==> config.mk <==
export PLATFORM = sky130hd
export DESIGN_NAME = matrix_mac_controller_flat
export DESIGN_NICKNAME = d
export VERILOG_FILES = /design/src/rtl/matrix_mac_if.sv /design/src/rtl/matrix_mac_controller.sv /design/src/flat_wrapper.sv
export SDC_FILE = /design/constraint.sdc
export NUM_CORES = 1
export LEC_CHECK = 0
export ABC_AREA = 1
export CELL_PAD_IN_SITES_DETAIL_PLACEMENT = 1
export CELL_PAD_IN_SITES_GLOBAL_PLACEMENT = 1
export CORE_MARGIN = 5
export CORE_UTILIZATION = 40
export CTS_CLUSTER_DIAMETER = 60
export DETAILED_ROUTE_END_ITERATION = 12
export PLACE_DENSITY = 0.9
export SETUP_SLACK_MARGIN = 0.4
export SLEW_MARGIN = 30
export SYNTH_ARGS = -nofsm -noshare
export SYNTH_HDL_FRONTEND = slang
export SYNTH_SLANG_ARGS = --single-unit
==> constraint.sdc <==
create_clock -name clk -period 9.8 [get_ports clk]
set_clock_uncertainty 0.2 [all_clocks]
set_input_delay 1.47 -clock clk [delete_from_list [all_inputs] [get_ports clk]]
set_output_delay 1.47 -clock clk [all_outputs]
set_load 0.01 [all_outputs]
==> src/rtl/matrix_mac_if.sv <==
// Handshake and memory-bus bundle between the matrix MAC sequencer and its
// operand/result memories. The master modport is the sequencer's view.
interface matrix_mac_if #(
    parameter int SIZE     = 8,
    parameter int ACC_SIZE = 17,
    parameter int ADDR_W   = 6
);
    logic                start;
    logic                busy;
    logic                done;
    logic                read_a;
    logic                read_b;
    logic [ADDR_W-1:0]   read_address_a;
    logic [ADDR_W-1:0]   read_address_b;
    logic [SIZE-1:0]     data_a;
    logic [SIZE-1:0]     data_b;
    logic                write_c;
    logic [ADDR_W-1:0]   write_address_c;
    logic [ACC_SIZE-1:0] write_value_c;

    modport master (
        input  start, data_a, data_b,
        output busy, done, read_a, read_b, read_address_a, read_address_b,
               write_c, write_address_c, write_value_c
    );

    modport slave (
        output start, data_a, data_b,
        input  busy, done, read_a, read_b, read_address_a, read_address_b,
               write_c, write_address_c, write_value_c
    );
endinterface

==> src/rtl/matrix_mac_controller.sv <==
// Computes C = A x B for square DIM x DIM unsigned matrices held in external
// operand memories, one start pulse per full product. Each C element is a
// sequence of FETCH/MAC pairs (one per k) followed by a single WRITE.
module matrix_mac_controller #(
    parameter int DIM      = 2,
    parameter int SIZE     = 8,
    parameter int ACC_SIZE = 17,
    parameter int ADDR_W   = 6
) (
    input  logic         clk,
    input  logic         rst,
    matrix_mac_if.master bus
);
    typedef enum logic [2:0] {IDLE, FETCH, MAC, WRITE, DONE} state_t;

    localparam logic [ADDR_W-1:0] DIM_A = ADDR_W'(DIM);
    localparam logic [ADDR_W-1:0] LAST  = ADDR_W'(DIM - 1);

    state_t              state_reg, state_next;
    logic [ADDR_W-1:0]   i_reg, i_next;
    logic [ADDR_W-1:0]   j_reg, j_next;
    logic [ADDR_W-1:0]   k_reg, k_next;
    logic [ACC_SIZE-1:0] acc_reg, acc_next;

    logic [2*SIZE-1:0]   product;
    logic [ADDR_W-1:0]   addr_a;
    logic [ADDR_W-1:0]   addr_b;
    logic [ADDR_W-1:0]   addr_c;

    // Full-width unsigned product; operands are zero-extended first so the
    // multiply is evaluated at 2*SIZE bits.
    assign product = {{SIZE{1'b0}}, bus.data_a} * {{SIZE{1'b0}}, bus.data_b};
    assign addr_a  = i_reg * DIM_A + k_reg;
    assign addr_b  = k_reg * DIM_A + j_reg;
    assign addr_c  = i_reg * DIM_A + j_reg;

    // State and datapath registers; reset aborts any run in progress.
    always_ff @(posedge clk or posedge rst) begin
        if (rst) begin
            state_reg <= IDLE;
            i_reg     <= '0;
            j_reg     <= '0;
            k_reg     <= '0;
            acc_reg   <= '0;
        end else begin
            state_reg <= state_next;
            i_reg     <= i_next;
            j_reg     <= j_next;
            k_reg     <= k_next;
            acc_reg   <= acc_next;
        end
    end

    // Next-state, index/accumulator update and decoded outputs. Outputs are
    // decoded from the state so a reset forces them to zero immediately.
    always_comb begin
        state_next          = state_reg;
        i_next              = i_reg;
        j_next              = j_reg;
        k_next              = k_reg;
        acc_next            = acc_reg;
        bus.busy            = (state_reg != IDLE);
        bus.done            = 1'b0;
        bus.read_a          = 1'b0;
        bus.read_b          = 1'b0;
        bus.read_address_a  = '0;
        bus.read_address_b  = '0;
        bus.write_c         = 1'b0;
        bus.write_address_c = '0;
        bus.write_value_c   = '0;

        case (state_reg)
            IDLE: begin
                if (bus.start) begin
                    i_next     = '0;
                    j_next     = '0;
                    k_next     = '0;
                    acc_next   = '0;
                    state_next = FETCH;
                end
            end
            FETCH: begin
                // One-cycle strobe: the memories load data on its rising edge.
                bus.read_a         = 1'b1;
                bus.read_b         = 1'b1;
                bus.read_address_a = addr_a;
                bus.read_address_b = addr_b;
                state_next         = MAC;
            end
            MAC: begin
                // Addresses stay put so the read data remains valid here.
                bus.read_address_a = addr_a;
                bus.read_address_b = addr_b;
                acc_next           = acc_reg + ACC_SIZE'(product);
                if (k_reg < LAST) begin
                    k_next     = k_reg + 1'b1;
                    state_next = FETCH;
                end else begin
                    state_next = WRITE;
                end
            end
            WRITE: begin
                bus.write_c         = 1'b1;
                bus.write_address_c = addr_c;
                bus.write_value_c   = acc_reg;
                acc_next            = '0;
                k_next              = '0;
                if (j_reg == LAST) begin
                    j_next = '0;
                    i_next = i_reg + 1'b1;
                    state_next = (i_reg == LAST) ? DONE : FETCH;
                end else begin
                    j_next     = j_reg + 1'b1;
                    state_next = FETCH;
                end
            end
            DONE: begin
                bus.done   = 1'b1;
                state_next = IDLE;
            end
            default: state_next = IDLE;
        endcase
    end
endmodule

==> src/flat_wrapper.sv <==
// flat-port wrapper written by rule: the top's interface ports become plain ports
module matrix_mac_controller_flat 
#(
    parameter int DIM      = 2,
    parameter int SIZE     = 8,
    parameter int ACC_SIZE = 17,
    parameter int ADDR_W   = 6
)
  (clk, rst, bus_start, bus_data_a, bus_data_b, bus_busy, bus_done, bus_read_a, bus_read_b, bus_read_address_a, bus_read_address_b, bus_write_c, bus_write_address_c, bus_write_value_c);
  matrix_mac_if #(.SIZE(SIZE), .ACC_SIZE(ACC_SIZE), .ADDR_W(ADDR_W)) bus_i ();
  input  logic clk;
  input  logic rst;
  input wire logic [$bits(bus_i.start)-1:0] bus_start;
  input wire logic [$bits(bus_i.data_a)-1:0] bus_data_a;
  input wire logic [$bits(bus_i.data_b)-1:0] bus_data_b;
  output wire logic [$bits(bus_i.busy)-1:0] bus_busy;
  output wire logic [$bits(bus_i.done)-1:0] bus_done;
  output wire logic [$bits(bus_i.read_a)-1:0] bus_read_a;
  output wire logic [$bits(bus_i.read_b)-1:0] bus_read_b;
  output wire logic [$bits(bus_i.read_address_a)-1:0] bus_read_address_a;
  output wire logic [$bits(bus_i.read_address_b)-1:0] bus_read_address_b;
  output wire logic [$bits(bus_i.write_c)-1:0] bus_write_c;
  output wire logic [$bits(bus_i.write_address_c)-1:0] bus_write_address_c;
  output wire logic [$bits(bus_i.write_value_c)-1:0] bus_write_value_c;
  assign bus_i.start = bus_start;
  assign bus_i.data_a = bus_data_a;
  assign bus_i.data_b = bus_data_b;
  assign bus_busy = bus_i.busy;
  assign bus_done = bus_i.done;
  assign bus_read_a = bus_i.read_a;
  assign bus_read_b = bus_i.read_b;
  assign bus_read_address_a = bus_i.read_address_a;
  assign bus_read_address_b = bus_i.read_address_b;
  assign bus_write_c = bus_i.write_c;
  assign bus_write_address_c = bus_i.write_address_c;
  assign bus_write_value_c = bus_i.write_value_c;
  matrix_mac_controller #(.DIM(DIM), .SIZE(SIZE), .ACC_SIZE(ACC_SIZE), .ADDR_W(ADDR_W)) u_core (.clk(clk), .rst(rst), .bus(bus_i));
endmodule
==> out/metrics.cfg, run 1 <==
[cts]
cts.sinks = 38
cts_buffer_depth = 2
cts_made_buffers = 5
cts_tree = done
cts_hold_repair.buffers = 0
clkSlewWorstSetupHoldPaths_ns = 0.07
cts-root-buf = clkbuf_16
clock_latency_ns = 0.29
cts_resized = 0
cts_setup_buffers = 0
htree_levels = 2

[detailed_routing]
vias = 4612
drtIter0Drc = 93
post_drt_wl_per_cell_microns = 15.36
drc_errors = 0
antenna_left = 0
viasPerCell = 4.891
wl_mm = 14.48
dr.pass1.iters = 4

[die]
die_area_sq_um = 15500
die_h_microns = 124.5
row_count = 41
pin_count = 59
die_w_microns = 124.5
fp.coreArea_sq_um = 12720
start_util = 0.4122

[flow_run]
drv_cap = 0

[power]
cellLeakagePower_uw = 0.003468
p_per_area_nw_per_um2 = 265.1
finalPower_uw = 1620
ir_drop_v = 0.0001637

[sta]
fmaxAchievable_ghz = 0.1704
finalCriticalPeriod_ns = 5.869
finalSetupTns_ns = 0
drv_slew = 0
rsz0062_at_grt = no
period_share = 0.5989
hold_viol = 0
setup_violations = 0
slew_headroom = 0.4895
worstMarginPinSlew_ns = 0.7633

[cells_and_area]
drive_gt1_frac = 0.04540
fin_area_sq_um = 6111
largest_register_ffs = 17
layout_common_cells = inv_1 (198), nand2_1 (173), nor2_1 (60)
diodes = 0
nets = 898
final_common_cell = inv_1
syn_to_final_growth_pct = 16.54
n_fill_cell = 1640
finalNonFillerCells = 943

[global_route]
grt_max_degree = 39
antenna_found_initial = 0
grt_pass1_vias = 5209
grt_pass1_wl_mm = 25.45
grt_usage = 0.1969
overflow = 0

[synth]
syn_area_per_cell_sq_um = 7.213
synth_cell_types = 37
ys_async_sr_fraction = 1.000
synth_area_sq_um = 5244
synth-edff-count = 0
synth_warnings = 0
synth-seq-cells = 38
ys.flop_type = dfrtp_1
syn-num-nets = 855
syn_inst = 727
ys_seq_area_frac = 0.1813

[setup_path]
crit_arrival_ns = 5.85
reg2reg_depth = 18
crit_type = in -> reg
required_ns = 9.78
end_kind = register
cp_max_fo = 8
start_kind = input pin

[hold_path]
hold_depth = 2
hp-class = reg -> reg

[outcome]
status = complete, no violations

[place]
dpl.cell_count = 935
routabilityCongestion = 0.8316
placed_cell_area_sq_um = 5941
port_buffers = 58
hpwl_mm = 12.20

==> power by group <==
part | switching [uW] | leakage (uW) | internal [uW] | total [uW]
clock | 70.8 | 0.0000760 | 120 | 191
sequential | 55.8 | 0.000512 | 199 | 255
combinational | 737 | 0.00288 | 437 | 1170
total | 864 | 0.00347 | 756 | 1620
==> cell families after synthesis <==
group | Yosys count | synth area share
xor+xnor | 15 | 0.02505
mux | 1 | 0.002862
compound gates | 51 | 0.05631
fa+ha+maj | 109 | 0.3360
simple gates | 283 | 0.2293
flops | 38 | 0.1813
buf+inv | 230 | 0.1692
==> cell usage after synthesis, types with 3 or more instances <==
library cell	count	area, sq um
inv_1	198	743.2
nand2_1	173	649.4
nor2_1	60	225.2
ha_1	56	700.7
fa_1	53	1061
dfrtp_1	38	950.9
nand3_1	28	140.1
a21oi_1	17	85.08
clkbuf_1	16	60.06
o21ai_0	11	55.05
xor2_1	11	96.34
inv_2	7	26.28
nand4_1	7	43.79
o21ai_1	7	35.03
o22ai_1	6	37.54
buf_2	4	20.02
nand3_2	4	40.04
o21ai_2	4	35.03
xnor2_1	4	35.03
nor3_1	3	15.01
==> area by class of cell <==
class / count / area [sq um] / share of cell area
clock buffers: 5 / 125.1 / 0.02048
clock inverters: 3 / 45.04 / 0.007371
inverters: 207 / 780.7 / 0.1278
multi-input cells: 459 / 3406 / 0.5573
flip-flops and latches: 38 / 950.9 / 0.1556
well taps: 172 / 215.2 / 0.03522
repair buffers: 59 / 588.1 / 0.09623
==> final timing paths <==
path | startpoint | endpoint | slack (ns)
worst min register to register | u_core.acc_reg[13] | u_core.acc_reg[13] | 0.30
worst max register to register | u_core.acc_reg[7] | u_core.acc_reg[12] | 5.69
min in group asynchronous | rst | u_core.k_reg[0] | 1.42
worst max-delay path | bus_data_a[1] | u_core.acc_reg[12] | 3.93
worst min-delay path | u_core.acc_reg[13] | u_core.acc_reg[13] | 0.30
max in group asynchronous | rst | u_core.acc_reg[15] | 7.59
==> per-layer routing <==
layer  vias up  track usage  wire length [microns]
met3        31      0.02187                    317
li1       2216            -                      -
met5         -            0                      0
met4         0      0.05545                    377
met1      2275       0.2349                   6106
met2        90       0.3705                   7679
==> critical path, stage by stage <==
cell,delay (ns)
clkdlybuf4s50_1,0.70
nand2_1,0.17
fa_1,0.55
fa_1,0.56
inv_1,0.06
fa_1,0.58
inv_1,0.08
fa_1,0.53
inv_1,0.04
ha_1,0.34
nand2_1,0.11
nor2_1,0.11
nand2_1,0.06
nand3_1,0.13
nand2_1,0.09
nand2_1,0.08
nand2_1,0.06
nand3_1,0.08
nand2_1,0.05
==> stage by stage <==
| stage | worst slack, ns | hold WS [ns] | util |
|---|---|---|---|
| final | 3.931 | 0.3040 | 0.4803 |
| after detailed placement | 3.656 | 0.2912 | 0.4670 |
| after global placement | 3.883 | 0.2845 | 0.4670 |
| after global routing | 3.703 | 0.3407 | 0.4803 |
| after floorplan | 4.556 | 0.2491 | - |
| after CTS | 3.944 | 0.3076 | 0.4803 |
Note: power is estimated with default switching activity, not from simulation.
==> run 2: changes to the inputs <==
Clock period 9.8 ns to 5.67 ns, I/O delays scaled along.
==> run 2 against run 1 <==
Net effect: via count shrank 0.54%; power grew 73%; global-route usage shrank 0.65 points; worst hold slack gained 0.0034 ns; final cell count grew 0.11%; wire length shrank 2.2%; final area grew 0.66%; largest power group unchanged.
==> out/metrics.cfg, run 2 (synthesis gave the netlist of run 1 again) <==
[outcome]
status = complete, no violations

[sta]
worstMarginPinSlew_ns = 0.8179
setup_violations = 0
finalCriticalPeriod_ns = 5.063
finalSetupTns_ns = 0
drv_slew = 0
rsz0062_at_grt = yes
whs_ns = 0.3074
fmaxAchievable_ghz = 0.1975
hold_viol = 0
slew_headroom = 0.4530
period_share = 0.8930

[global_route]
grt_pass1_vias = 5077
overflow = 0
grt_max_degree = 39
grt_usage = 0.1903
antenna_found_initial = 0
grt_pass1_wl_mm = 24.78

[hold_path]
hp-class = reg -> reg

[power]
p_per_area_nw_per_um2 = 454.5
p_clk_frac = 0.118
internal_power_uw = 1302
cellLeakagePower_uw = 0.003591
power_frac_seq = 0.157
p_sw_uw = 1494
comb_power_share = 0.724
ir_drop_v = 0.0002467
swShare = 0.5343

[die]
die_w_microns = 124.5
start_util = 0.4122
pin_count = 59
die_h_microns = 124.5
die_area_sq_um = 15500
row_count = 41
fp.coreArea_sq_um = 12720

[cells_and_area]
diodes = 0
largest_register_ffs = 17
n_fill_cell = 1638
drive_gt1_frac = 0.04663
layout_common_cells = inv_1 (198), nand2_1 (173), nor2_1 (60)
final_common_cell = inv_1
nets = 899
syn_to_final_growth_pct = 17.30

[cts]
cts_buffer_depth = 2
clkSlewWorstSetupHoldPaths_ns = 0.06
htree_levels = 2
clock_latency_ns = 0.29
cts.sinks = 38
cts_setup_buffers = 0
cts_tree = done
cts-root-buf = clkbuf_16
cts_made_buffers = 5

[detailed_routing]
post_drt_wl_per_cell_microns = 15.00
dr.pass1.iters = 4
drc_errors = 0
drtIter0Drc = 132
viasPerCell = 4.859
wl_mm = 14.16
antenna_left = 0
vias = 4587

[place]
port_buffers = 58
hpwl_mm = 11.71
routabilityCongestion = 0.8635

[setup_path]
crit_arrival_ns = 5.04
cp_max_fo = 4
crit_type = in -> reg
required_ns = 5.65
start_kind = input pin
end_kind = register

[flow_run]
drv_cap = 0

## run 2: cell count changes in the layout (fill, tap and decap cells not counted), sizes merged
cell | before | now
buf | 1 | 2
clkdlybuf4s50 | 58 | 45
dlymetal6s2s | 0 | 13
## run 2: critical path, stage by stage
cell	delay [ns]
clkdlybuf4s50_1	0.53
nand2_1	0.10
fa_1	0.52
fa_1	0.55
inv_1	0.06
fa_1	0.54
inv_1	0.06
fa_1	0.56
inv_1	0.06
ha_1	0.38
nand2_1	0.12
nor2_1	0.13
nand2_1	0.09
nand3_1	0.15
nand2_1	0.10
nand2_1	0.07
nand2_1	0.05
nand3_1	0.07
nand2_1	0.05
## run 2: cell type report
class	instances	area, sq um	area share
Multi-Input combinational cell	459	3406	0.5537
Sequential cell	38	950.9	0.1546
Inverter	207	780.7	0.1269
Timing Repair Buffer	60	628.1	0.1021
Tap cell	172	215.2	0.03499
Clock buffer	5	125.1	0.02034
Clock inverter	3	45.04	0.007323
## run 2: final timing paths
| check | from | end | slack [ns] | cells past startpoint |
|---|---|---|---|---|
| min in group asynchronous | rst | u_core.k_reg[0] | 0.80 | 3 |
| max in group asynchronous | rst | u_core.acc_reg[14] | 4.10 | 3 |
| hold reg to reg | u_core.acc_reg[13] | u_core.acc_reg[13] | 0.31 | 2 |
| setup reg to reg | u_core.acc_reg[7] | u_core.acc_reg[12] | 1.53 | 18 |
| setup / recovery | bus_data_a[0] | u_core.acc_reg[12] | 0.61 | 19 |
| hold / removal | u_core.acc_reg[13] | u_core.acc_reg[13] | 0.31 | 2 |
## run 2: what timing repair did
item,4_1_cts,5_1_grt
gates resized for setup,0,13
hold buffers,0,0
endpoints found under the setup margin,0,8
## run 2: metrics by stage
step	instances	power (uW)	setup slack, ns	cell area [sq um]	util
2_1_floorplan	727	1891	1.046	5244	-
3_3_place_gp	936	2366	0.3862	5948	0.4675
3_5_place_dp	936	2483	0.1708	5948	0.4675
4_1_cts	944	2838	0.4349	6118	0.4809
5_1_grt	944	3143	0.3913	6151	0.4835
6_report	944	2796	0.6069	6151	0.4835
## run 2: layer usage
layer | wire length, microns | vias to the layer above | global-route usage | part of all wire
li1 | - | 2218 | - | -
met1 | 5946 | 2263 | 0.2302 | 0.42
met2 | 7580 | 81 | 0.3594 | 0.54
met3 | 345 | 25 | 0.02187 | 0.024
met4 | 283 | 0 | 0.04320 | 0.020
met5 | 0 | - | 0 | 0
## run 2: power groups by stage
stage | sequential [uW] | clock (uW) | combinational, uW
finish | 440 | 330 | 2030
global route | 452 | 348 | 2340
CTS | 441 | 338 | 2060
detailed placement | 445 | 0 | 2040
global placement | 441 | 0 | 1930
floorplan | 414 | 0 | 1480
